### src/rtl/jtsdram_pkg.sv
// jtsdram shared definitions
// channel states and default abort limit
package jtsdram_pkg;

  typedef enum logic [1:0] {
    ST_IDLE = 2'd0,
    ST_REQ  = 2'd1,
    ST_WAIT = 2'd2,
    ST_DONE = 2'd3
  } chan_st_e;

  localparam logic [9:0] TIMEOUT_DEF = 10'd1000;

endpackage

### src/rtl/jtsdram_ba_chan.sv
// jtsdram single-bank request channel
// FSM, address latch, abort counter, read capture
module jtsdram_ba_chan
  import jtsdram_pkg::*;
#(
  parameter int              AW      = 22,
  parameter int              TOW     = 10,
  parameter logic [TOW-1:0]  TIMEOUT = TIMEOUT_DEF,
  parameter bit              WR_EN   = 1'b0
) (
  input  logic          clk,
  input  logic          rst_n,
  input  logic          req,
  input  logic          req_wr,
  input  logic [AW-1:0] req_addr,
  input  logic [15:0]   wr_data,
  input  logic [1:0]    wr_mask,
  output logic          ready,
  output logic          done,
  output logic          err,
  output logic          abort,
  output logic          in_req,
  output logic [15:0]   rd_data,
  output logic          ba_rd,
  output logic          ba_wr,
  output logic [15:0]   din,
  output logic [1:0]    din_m,
  output logic [AW-1:0] addr,
  input  logic          ack,
  input  logic          rdy,
  input  logic [15:0]   data_read
);

  chan_st_e        st_q, st_d;
  logic [TOW-1:0]  cnt_q, cnt_d, cnt_inc;
  logic [AW-1:0]   addr_q, addr_d;
  logic            wr_q, wr_d;
  logic [15:0]     din_q, din_d;
  logic [1:0]      mask_q, mask_d;
  logic [15:0]     data_q, data_d;
  logic            brd_q, brd_d;
  logic            bwr_q, bwr_d;
  logic            err_q, err_d;
  logic            tmo;
  logic            posted;

  // next state, latches and request strobes
  always_comb begin
    st_d    = st_q;
    cnt_d   = cnt_q;
    addr_d  = addr_q;
    wr_d    = wr_q;
    din_d   = din_q;
    mask_d  = mask_q;
    data_d  = data_q;
    err_d   = 1'b0;
    abort   = 1'b0;
    tmo     = cnt_q >= TIMEOUT;
    posted  = brd_q | bwr_q;
    cnt_inc = (&cnt_q) ? cnt_q : cnt_q + 1'b1;
    unique case (st_q)
      ST_IDLE: begin
        if (req) begin
          st_d   = ST_REQ;
          cnt_d  = '0;
          addr_d = req_addr;
          wr_d   = WR_EN & req_wr;
          din_d  = wr_data;
          mask_d = wr_mask;
        end
      end
      ST_REQ: begin
        cnt_d = cnt_inc;
        if (tmo) begin
          st_d  = ST_DONE;
          err_d = 1'b1;
          abort = 1'b1;
        end else if (ack && posted) begin
          if (rdy) begin
            st_d = ST_DONE;
            if (!wr_q) data_d = data_read;
          end else begin
            st_d = ST_WAIT;
          end
        end
      end
      ST_WAIT: begin
        cnt_d = cnt_inc;
        if (tmo) begin
          st_d  = ST_DONE;
          err_d = 1'b1;
          abort = 1'b1;
        end else if (rdy) begin
          st_d = ST_DONE;
          if (!wr_q) data_d = data_read;
        end
      end
      ST_DONE: st_d = ST_IDLE;
      default: st_d = ST_IDLE;
    endcase
    brd_d = (st_q == ST_REQ) && (st_d == ST_REQ) && !wr_q;
    bwr_d = (st_q == ST_REQ) && (st_d == ST_REQ) && wr_q;
  end

  // channel state register
  always_ff @(posedge clk) begin
    if (!rst_n) begin
      st_q   <= ST_IDLE;
      cnt_q  <= '0;
      addr_q <= '0;
      wr_q   <= 1'b0;
      din_q  <= '0;
      mask_q <= '0;
      data_q <= '0;
      brd_q  <= 1'b0;
      bwr_q  <= 1'b0;
      err_q  <= 1'b0;
    end else begin
      st_q   <= st_d;
      cnt_q  <= cnt_d;
      addr_q <= addr_d;
      wr_q   <= wr_d;
      din_q  <= din_d;
      mask_q <= mask_d;
      data_q <= data_d;
      brd_q  <= brd_d;
      bwr_q  <= bwr_d;
      err_q  <= err_d;
    end
  end

  assign ready   = st_q == ST_IDLE;
  assign done    = st_q == ST_DONE;
  assign in_req  = st_q == ST_REQ;
  assign err     = err_q;
  assign rd_data = data_q;
  assign ba_rd   = brd_q;
  assign ba_wr   = bwr_q;
  assign din     = din_q;
  assign din_m   = mask_q;
  assign addr    = addr_q;

endmodule

### src/rtl/jtsdram_ba_sched.sv
// jtsdram 4-bank request scheduler
// four channels, refresh gating, sticky timeouts
module jtsdram_ba_sched
  import jtsdram_pkg::*;
#(
  parameter int             AW      = 22,
  parameter int             TOW     = 10,
  parameter logic [TOW-1:0] TIMEOUT = TIMEOUT_DEF
) (
  input  logic          clk,
  input  logic          rst_n,
  input  logic [3:0]    req,
  input  logic          req_wr0,
  input  logic [4*AW-1:0] req_addr,
  input  logic [15:0]   wr_data,
  input  logic [1:0]    wr_mask,
  output logic [3:0]    req_ready,
  output logic [3:0]    done,
  output logic [3:0]    err,
  output logic [63:0]   rd_data,
  output logic [3:0]    timeout,
  input  logic          clr_err,
  output logic [3:0]    ba_rd,
  output logic          ba_wr,
  output logic [15:0]   ba0_din,
  output logic [1:0]    ba0_din_m,
  output logic [AW-1:0] ba0_addr,
  output logic [AW-1:0] ba1_addr,
  output logic [AW-1:0] ba2_addr,
  output logic [AW-1:0] ba3_addr,
  input  logic [3:0]    ba_ack,
  input  logic [3:0]    ba_rdy,
  input  logic [15:0]   data_read,
  input  logic          refresh_win,
  output logic          refresh_en
);

  logic [3:0]    wr_all;
  logic [15:0]   din_all  [4];
  logic [1:0]    m_all    [4];
  logic [AW-1:0] addr_all [4];
  logic [3:0]    abort;
  logic [3:0]    in_req;
  logic [3:0]    tmo_q, tmo_d;
  logic          ref_q, ref_d;
  logic          unused_wr;

  for (genvar i = 0; i < 4; i++) begin : g_ch
    jtsdram_ba_chan #(
      .AW      (AW),
      .TOW     (TOW),
      .TIMEOUT (TIMEOUT),
      .WR_EN   (i == 0)
    ) u_ch (
      .clk       (clk),
      .rst_n     (rst_n),
      .req       (req[i]),
      .req_wr    ((i == 0) ? req_wr0 : 1'b0),
      .req_addr  (req_addr[i*AW +: AW]),
      .wr_data   ((i == 0) ? wr_data : 16'h0),
      .wr_mask   ((i == 0) ? wr_mask : 2'b0),
      .ready     (req_ready[i]),
      .done      (done[i]),
      .err       (err[i]),
      .abort     (abort[i]),
      .in_req    (in_req[i]),
      .rd_data   (rd_data[16*i +: 16]),
      .ba_rd     (ba_rd[i]),
      .ba_wr     (wr_all[i]),
      .din       (din_all[i]),
      .din_m     (m_all[i]),
      .addr      (addr_all[i]),
      .ack       (ba_ack[i]),
      .rdy       (ba_rdy[i]),
      .data_read (data_read)
    );
  end

  // write path exists only on bank 0
  assign unused_wr = ^{wr_all[3:1], din_all[1], din_all[2],
                       din_all[3], m_all[1], m_all[2], m_all[3]};

  // sticky timeouts (new abort beats clear) and refresh gate
  always_comb begin
    tmo_d = (tmo_q & ~{4{clr_err}}) | abort;
    ref_d = refresh_win & ~(|in_req);
  end

  // flag registers
  always_ff @(posedge clk) begin
    if (!rst_n) begin
      tmo_q <= '0;
      ref_q <= 1'b0;
    end else begin
      tmo_q <= tmo_d;
      ref_q <= ref_d;
    end
  end

  assign timeout    = tmo_q;
  assign refresh_en = ref_q;
  assign ba_wr      = wr_all[0];
  assign ba0_din    = din_all[0];
  assign ba0_din_m  = m_all[0];
  assign ba0_addr   = addr_all[0];
  assign ba1_addr   = addr_all[1];
  assign ba2_addr   = addr_all[2];
  assign ba3_addr   = addr_all[3];

endmodule

### config.mk
export PLATFORM = sky130hd
export DESIGN_NAME = jtsdram_ba_sched
export DESIGN_NICKNAME = d
export VERILOG_FILES = /design/src/rtl/jtsdram_pkg.sv /design/src/rtl/jtsdram_ba_chan.sv /design/src/rtl/jtsdram_ba_sched.sv
export SDC_FILE = /design/constraint.sdc
export NUM_CORES = 1
export LEC_CHECK = 0
export CORE_UTILIZATION = 46
export DETAILED_ROUTE_END_ITERATION = 6
export PLACE_DENSITY = 0.81
export SYNTH_ARGS = -nofsm -noshare
export SYNTH_HDL_FRONTEND = slang
export SYNTH_SLANG_ARGS = --single-unit
### constraint.sdc
create_clock -name clk -period 2.4 [get_ports clk]
set_input_delay 0.48 -clock clk [delete_from_list [all_inputs] [get_ports clk]]
set_output_delay 0.48 -clock clk [all_outputs]
set_load 0.005 [all_outputs]
; Yosys cells after proc, flatten, opt, wreduce, memory -nomap -nowiden
; Cells that the tools add are included.
; W data, S select, Z words.
[classes]
mux = 69
n_addsub = 4
n_lt_le_gt_ge = 4
eq_ne = 36
n_reduce_logical = 44
bitwise_logic = 6
[ops]
columns = cell, count
row1 = $mux W16, 17
row2 = $pmux W16 S2, 4
row3 = $mux W10, 8
row4 = $pmux W10 S2, 4
row5 = $add A10 B1 Y10 const B, 4
row6 = $ge A10 B10 Y1 const B, 4
row7 = $mux W2, 20
row8 = $ne A2 B2 Y1 const B, 20
row9 = $reduce_and A10 Y1, 4
row10 = $pmux W2 S4, 4
row11 = $eq A2 B1 Y1 const B, 8
row12 = $eq A2 B2 Y1 const B, 8
row13 = $reduce_and A4 Y1, 4
row14 = $reduce_bool A2 Y1, 8
row15 = $mux W1, 12
row16 = $reduce_and A3 Y1, 4
row17 = $logic_and A1 B1 Y1, 10
row18 = $logic_not A2 Y1, 4
row19 = $reduce_and A2 Y1, 4
row20 = $reduce_or A2 Y1, 4
row21 = $and A4 B4 Y4, 1
row22 = $not A4 Y4, 1
row23 = $or A4 B4 Y4, 1
row24 = $reduce_or A4 Y1, 1
row25 = other kinds (4), 4
[word_totals]
reg_bits = 233
in_bits = 139

; Longest topological paths before layout
[logic_depth]
ltp_word = 8
depth_mapped = 8
ltp_nobuf = 6

; Modules after synthesis
; Synthesis repeated with hierarchy kept, for this count alone.
[hier_totals]
cells_unflattened = 1410
hier_area_um2 = 11746.3
[by_module_without_submodules]
columns = module, area_per_inst_um2, seq_area_each_um2, cells_per_inst, instances
row1 = jtsdram_ba_chan (g_ch[1].u_ch ...), 2862.7, 1401.3, 346, 2
row2 = jtsdram_ba_chan (g_ch[0].u_ch), 3042.9, 1441.4, 354, 1
row3 = jtsdram_ba_chan (g_ch[3].u_ch), 2806.4, 1401.3, 348, 1
row4 = jtsdram_ba_sched, 171.4, 100.1, 16, 1

; Least setup slack after synthesis
; OpenSTA, ideal clock, no wires.
[synth_timing]
kind = register -> register
start = register g_ch[1].u_ch.st_q[0]
end = register g_ch[1].u_ch.cnt_q[9]
arrival_time_ns = 1.940
setup_ns = 0.071
synth_period_minus_slack_ns = 2.012
path_stages_with_launch = 8
setup_slack_ns = 0.388
cell_sequence = dfxtp_1 > inv_1 > ha_1 > nor2b_4 > or3_1 > buf_2 > or4_1 > a21oi_1
[synth_rtl]
columns = item, line_no
row1 = from (decl), jtsdram_ba_chan.sv:34  ; chan_st_e st_q, st_d;
row2 = from (signal assigned), jtsdram_ba_chan.sv:119  ; st_q <= st_d;
row3 = $logic_not A2 Y1 (*), -
row4 = net g_ch[1].u_ch.ready, jtsdram_ba_chan.sv:18  ; output logic ready,
row5 = $ne A2 B2 Y1 (no line) / $reduce_bool A2 Y1 (equally long branches), -
row6 = $reduce_and A3 Y1 (no line), -
row7 = to (signal assigned), jtsdram_ba_chan.sv:120  ; cnt_q <= cnt_d;
row8 = to (decl), jtsdram_ba_chan.sv:35  ; logic [TOW-1:0] cnt_q, cnt_d, cnt_inc;
; The timed path passes the listed nets; every way through them passes the cells marked *.
; A chain may end at the register's enable or synchronous reset.

; Worst setup path in the final report
[layout_timing]
start = register g_ch[0].u_ch.st_q[0]
end = output port req_ready[0]
[layout_between]
elab_chain_cells = 1
[layout_lines]
columns = item, line_no
row1 = from (decl), jtsdram_ba_chan.sv:34
row2 = from (signal assigned), jtsdram_ba_chan.sv:119
row3 = $logic_not A2 Y1, jtsdram_ba_chan.sv:132  ; assign ready = st_q == ST_IDLE;
row4 = to (decl), jtsdram_ba_sched.sv:17  ; output logic [3:0] req_ready,
; Every way passes these cells.

==> metrics.yaml <==
status:
  status: "complete, no violations"
cells_and_area:
  fin_nets: 1614
  layout_commonest_cell: "clkdlybuf4s50_1"
  syn_to_final_growth_pct: 46.12
  final_cells: 1743
  final_cell_mix: "clkdlybuf4s50_1 (327), nand2_1 (326), dfxtp_1 (231)"
  drive_above_1_share: 0.06812
  final_util: 0.6926
yosys:
  seq_area_frac_synth: 0.4817
  netlist_area_mm2: 0.009683
  yosysWarnings: 0
  synth_cell_types: 66
  synthArstFlopShare: 0
  ys_ff_latch: 233
  synth_edf_count: 0
  ys.flop_type: "dfxtp_1"
  syn_avg_cell_area_um2: 8.554
  synthCells: 1132
  syn_nets: 1298
clock_network:
  clk_pin_slew_ps: 60
  clk_path_buf_depth: 3
  ctsHoldBuffers: 0
  htreeDepth: 1
  clock_latency_ps: 520
  cts_inserted_buffers: 26
  root_buffer: "clkbuf_16"
  postCtsSetupBuffers: 0
  clkSinkCount: 233
  cts_tree: "built"
drt:
  wl_um: 28880
  ant_nets: 0
  drt_iter0_drc: 675
  drc: 0
  vias: 9205
  avgViaCountPerCell: 5.281
  firstDrtPassIters: 5
  wl_per_cell_um: 16.57
floorplan:
  initial_core_util: 0.4740
  core_mm2: 0.02043
  die_w_um: 147.1
  placementRows: 52
  die_area_mm2: 0.02163
  io-pin-count: 331
  die_h_um: 147.1
worst_setup_path:
  cp_cell_sequence: "inv_1 > ha_1 > clkdlybuf4s50_1"
  crit_required_ps: 1920
  crit_slowest_cell: "clkdlybuf4s50_1"
  slowest_delay_ps: 570
  cp_max_fo: 7
  critPathKind: "reg2out"
  cp_data_arrival_time_ps: 1840
  crit_path_start_kind: "flop"
  reg2regPathDepth: 6
  end_kind: "output pin"
power_and_ir_drop:
  ir_worst_vdd_mv: 0.5507
  p_leak_uw: 0.005291
  p_per_area_mw_per_mm2: 782.8
sta:
  hold_ws_ps: 402.2
  fin_worst_skew_ps: 8.200
  period_share: 0.9683
  rsz0062_at_grt: "false"
  finalMaxSlewViolations: 0
  slew_headroom: 0.2208
  max_freq_mhz: 430.3
  finalSetupViolCount: 0
  final.min_clock_period_ps: 2324
  tns_ps: 0
  worst_pin_slew_ps: 1169
  hold_viol: 0
grt:
  use_met3: 0.07143
  grt_usage: 0.2558
  grt_util_met2: 0.4495
  met1_usage: 0.2881
  grt_max_degree: 59
  grt_antenna_before_repair: 5
  grt_first_pass_wirelength_um: 44650
  gr-total-overflow: 0
  top_usage_layer: "met2"
  grt_pass1_vias: 8630
placement:
  port_buffers: 330
  gp_congestion: 0.8909
  place_hpwl_um: 21010
  dp.cells: 1690
hold_path:
  hold_class: "in2reg"
  hold_path_depth: 2
run:
  maxCapViolations: 0
worst paths after layout:
check / start / slack, ps / endpoint
setup / recovery: g_ch[0].u_ch.st_q[0] / 80 / req_ready[0]
hold / removal: rst_n / 400 / g_ch[3].u_ch.cnt_q[2]
setup reg to reg: g_ch[2].u_ch.st_q[0] / 240 / g_ch[2].u_ch.cnt_q[2]
hold reg to reg: g_ch[2].u_ch.addr[11] / 450 / g_ch[2].u_ch.addr[11]
registers in the layout, indices dropped and copies added (netlist names):
| register | flops |
|---|---|
| g_ch.u_ch.wr_q | 1 |
| g_ch.u_ch.din_m | 2 |
| g_ch.u_ch.err | 4 |
| g_ch.u_ch.din | 16 |
| g_ch.u_ch.ba_wr | 1 |
| g_ch.u_ch.cnt_q | 40 |
| g_ch.u_ch.ba_rd | 4 |
| g_ch.u_ch.addr | 88 |
| g_ch.u_ch.rd_data | 64 |
| timeout | 4 |
| refresh_en | 1 |
| g_ch.u_ch.st_q | 8 |
cell usage after synthesis (4+ instances only):
cell type	count	area (um2)
o21ai_1	4	20.02
nand4_1	7	43.79
or4_1	13	97.59
a21oi_1	138	690.7
ha_1	27	337.8
and2_1	4	25.02
buf_2	5	25.02
nor3_1	9	45.04
a31oi_1	4	25.02
buf_4	18	135.1
buf_1	6	22.52
and3_1	5	31.28
nor4_1	5	31.28
a311oi_1	4	35.03
o31ai_1	13	97.59
nor2_1	21	78.83
o31a_1	5	43.79
mux2i_1	67	670.6
inv_1	31	116.4
or3_1	15	93.84
o21ai_0	22	110.1
o41ai_1	7	61.31
nand2_1	326	1224
clkbuf_1	44	165.2
dfxtp_1	233	4664
o211ai_1	6	45.04
nand3_1	19	95.09
o21a_1	5	37.54
nand2b_1	7	43.79
o311ai_0	7	61.31
worst max-delay path, delay by kind of cell, from the launching register on:
kind | cells | cell delay (ps)
adder cells (fa/ha/maj) | 1 | 290
buffers and inverters | 2 | 690
flip-flops | 1 | 350
cells by family (layout without fill, tap and decap cells):
logic type	Yosys count	in the layout	share of synthesized area
compound gates	240	240	0.1520
fa+ha+maj	27	27	0.03489
other cells	0	5	0
buf+inv	105	441	0.04910
mux	68	68	0.07042
flops	233	233	0.4817
simple gates	459	459	0.2119
what timing repair did:
action / 4_1_cts / 5_1_grt
resized for setup: 3 / 5
gates cloned: 0 / 0
setup endpoints to repair: 3 / 5
per-layer routing:
metal  vias to the layer above  share of wire
li1                       4526              -
met1                      4283           0.39
met2                       329           0.49
met3                        67          0.081
met4                         0          0.041
met5                         -              0
cell type report:
type | instances | area (um2)
Fill cell | 1648 | 6281
Sequential cell | 233 | 4667
Multi-Input combinational cell | 794 | 4558
Timing Repair Buffer | 362 | 3580
Clock buffer | 42 | 792.0
Tap cell | 270 | 337.8
Inverter | 31 | 118.9
Clock inverter | 6 | 82.58
Antenna cell | 5 | 12.51
stage by stage:
step / worst slack, ps / instance area [um2] / power [uW]
final: 76.01 / 14150 / 11080
after global routing: 0.7940 / 14150 / 11590
after floorplan: 388.2 / 9683 / 5813
after detailed placement: 146.4 / 13250 / 7116
after global placement: 152.8 / 13250 / 7055
after CTS: 2.725 / 14120 / 11140
power by group:
part           switching (uW)  leakage, uW  internal (uW)
Clock                    1560     0.000427           2460
Combinational            1300      0.00297           1310
Sequential                225      0.00190           4220
Total                    3090      0.00529           7990
Power figures use the tool's default switching activity.
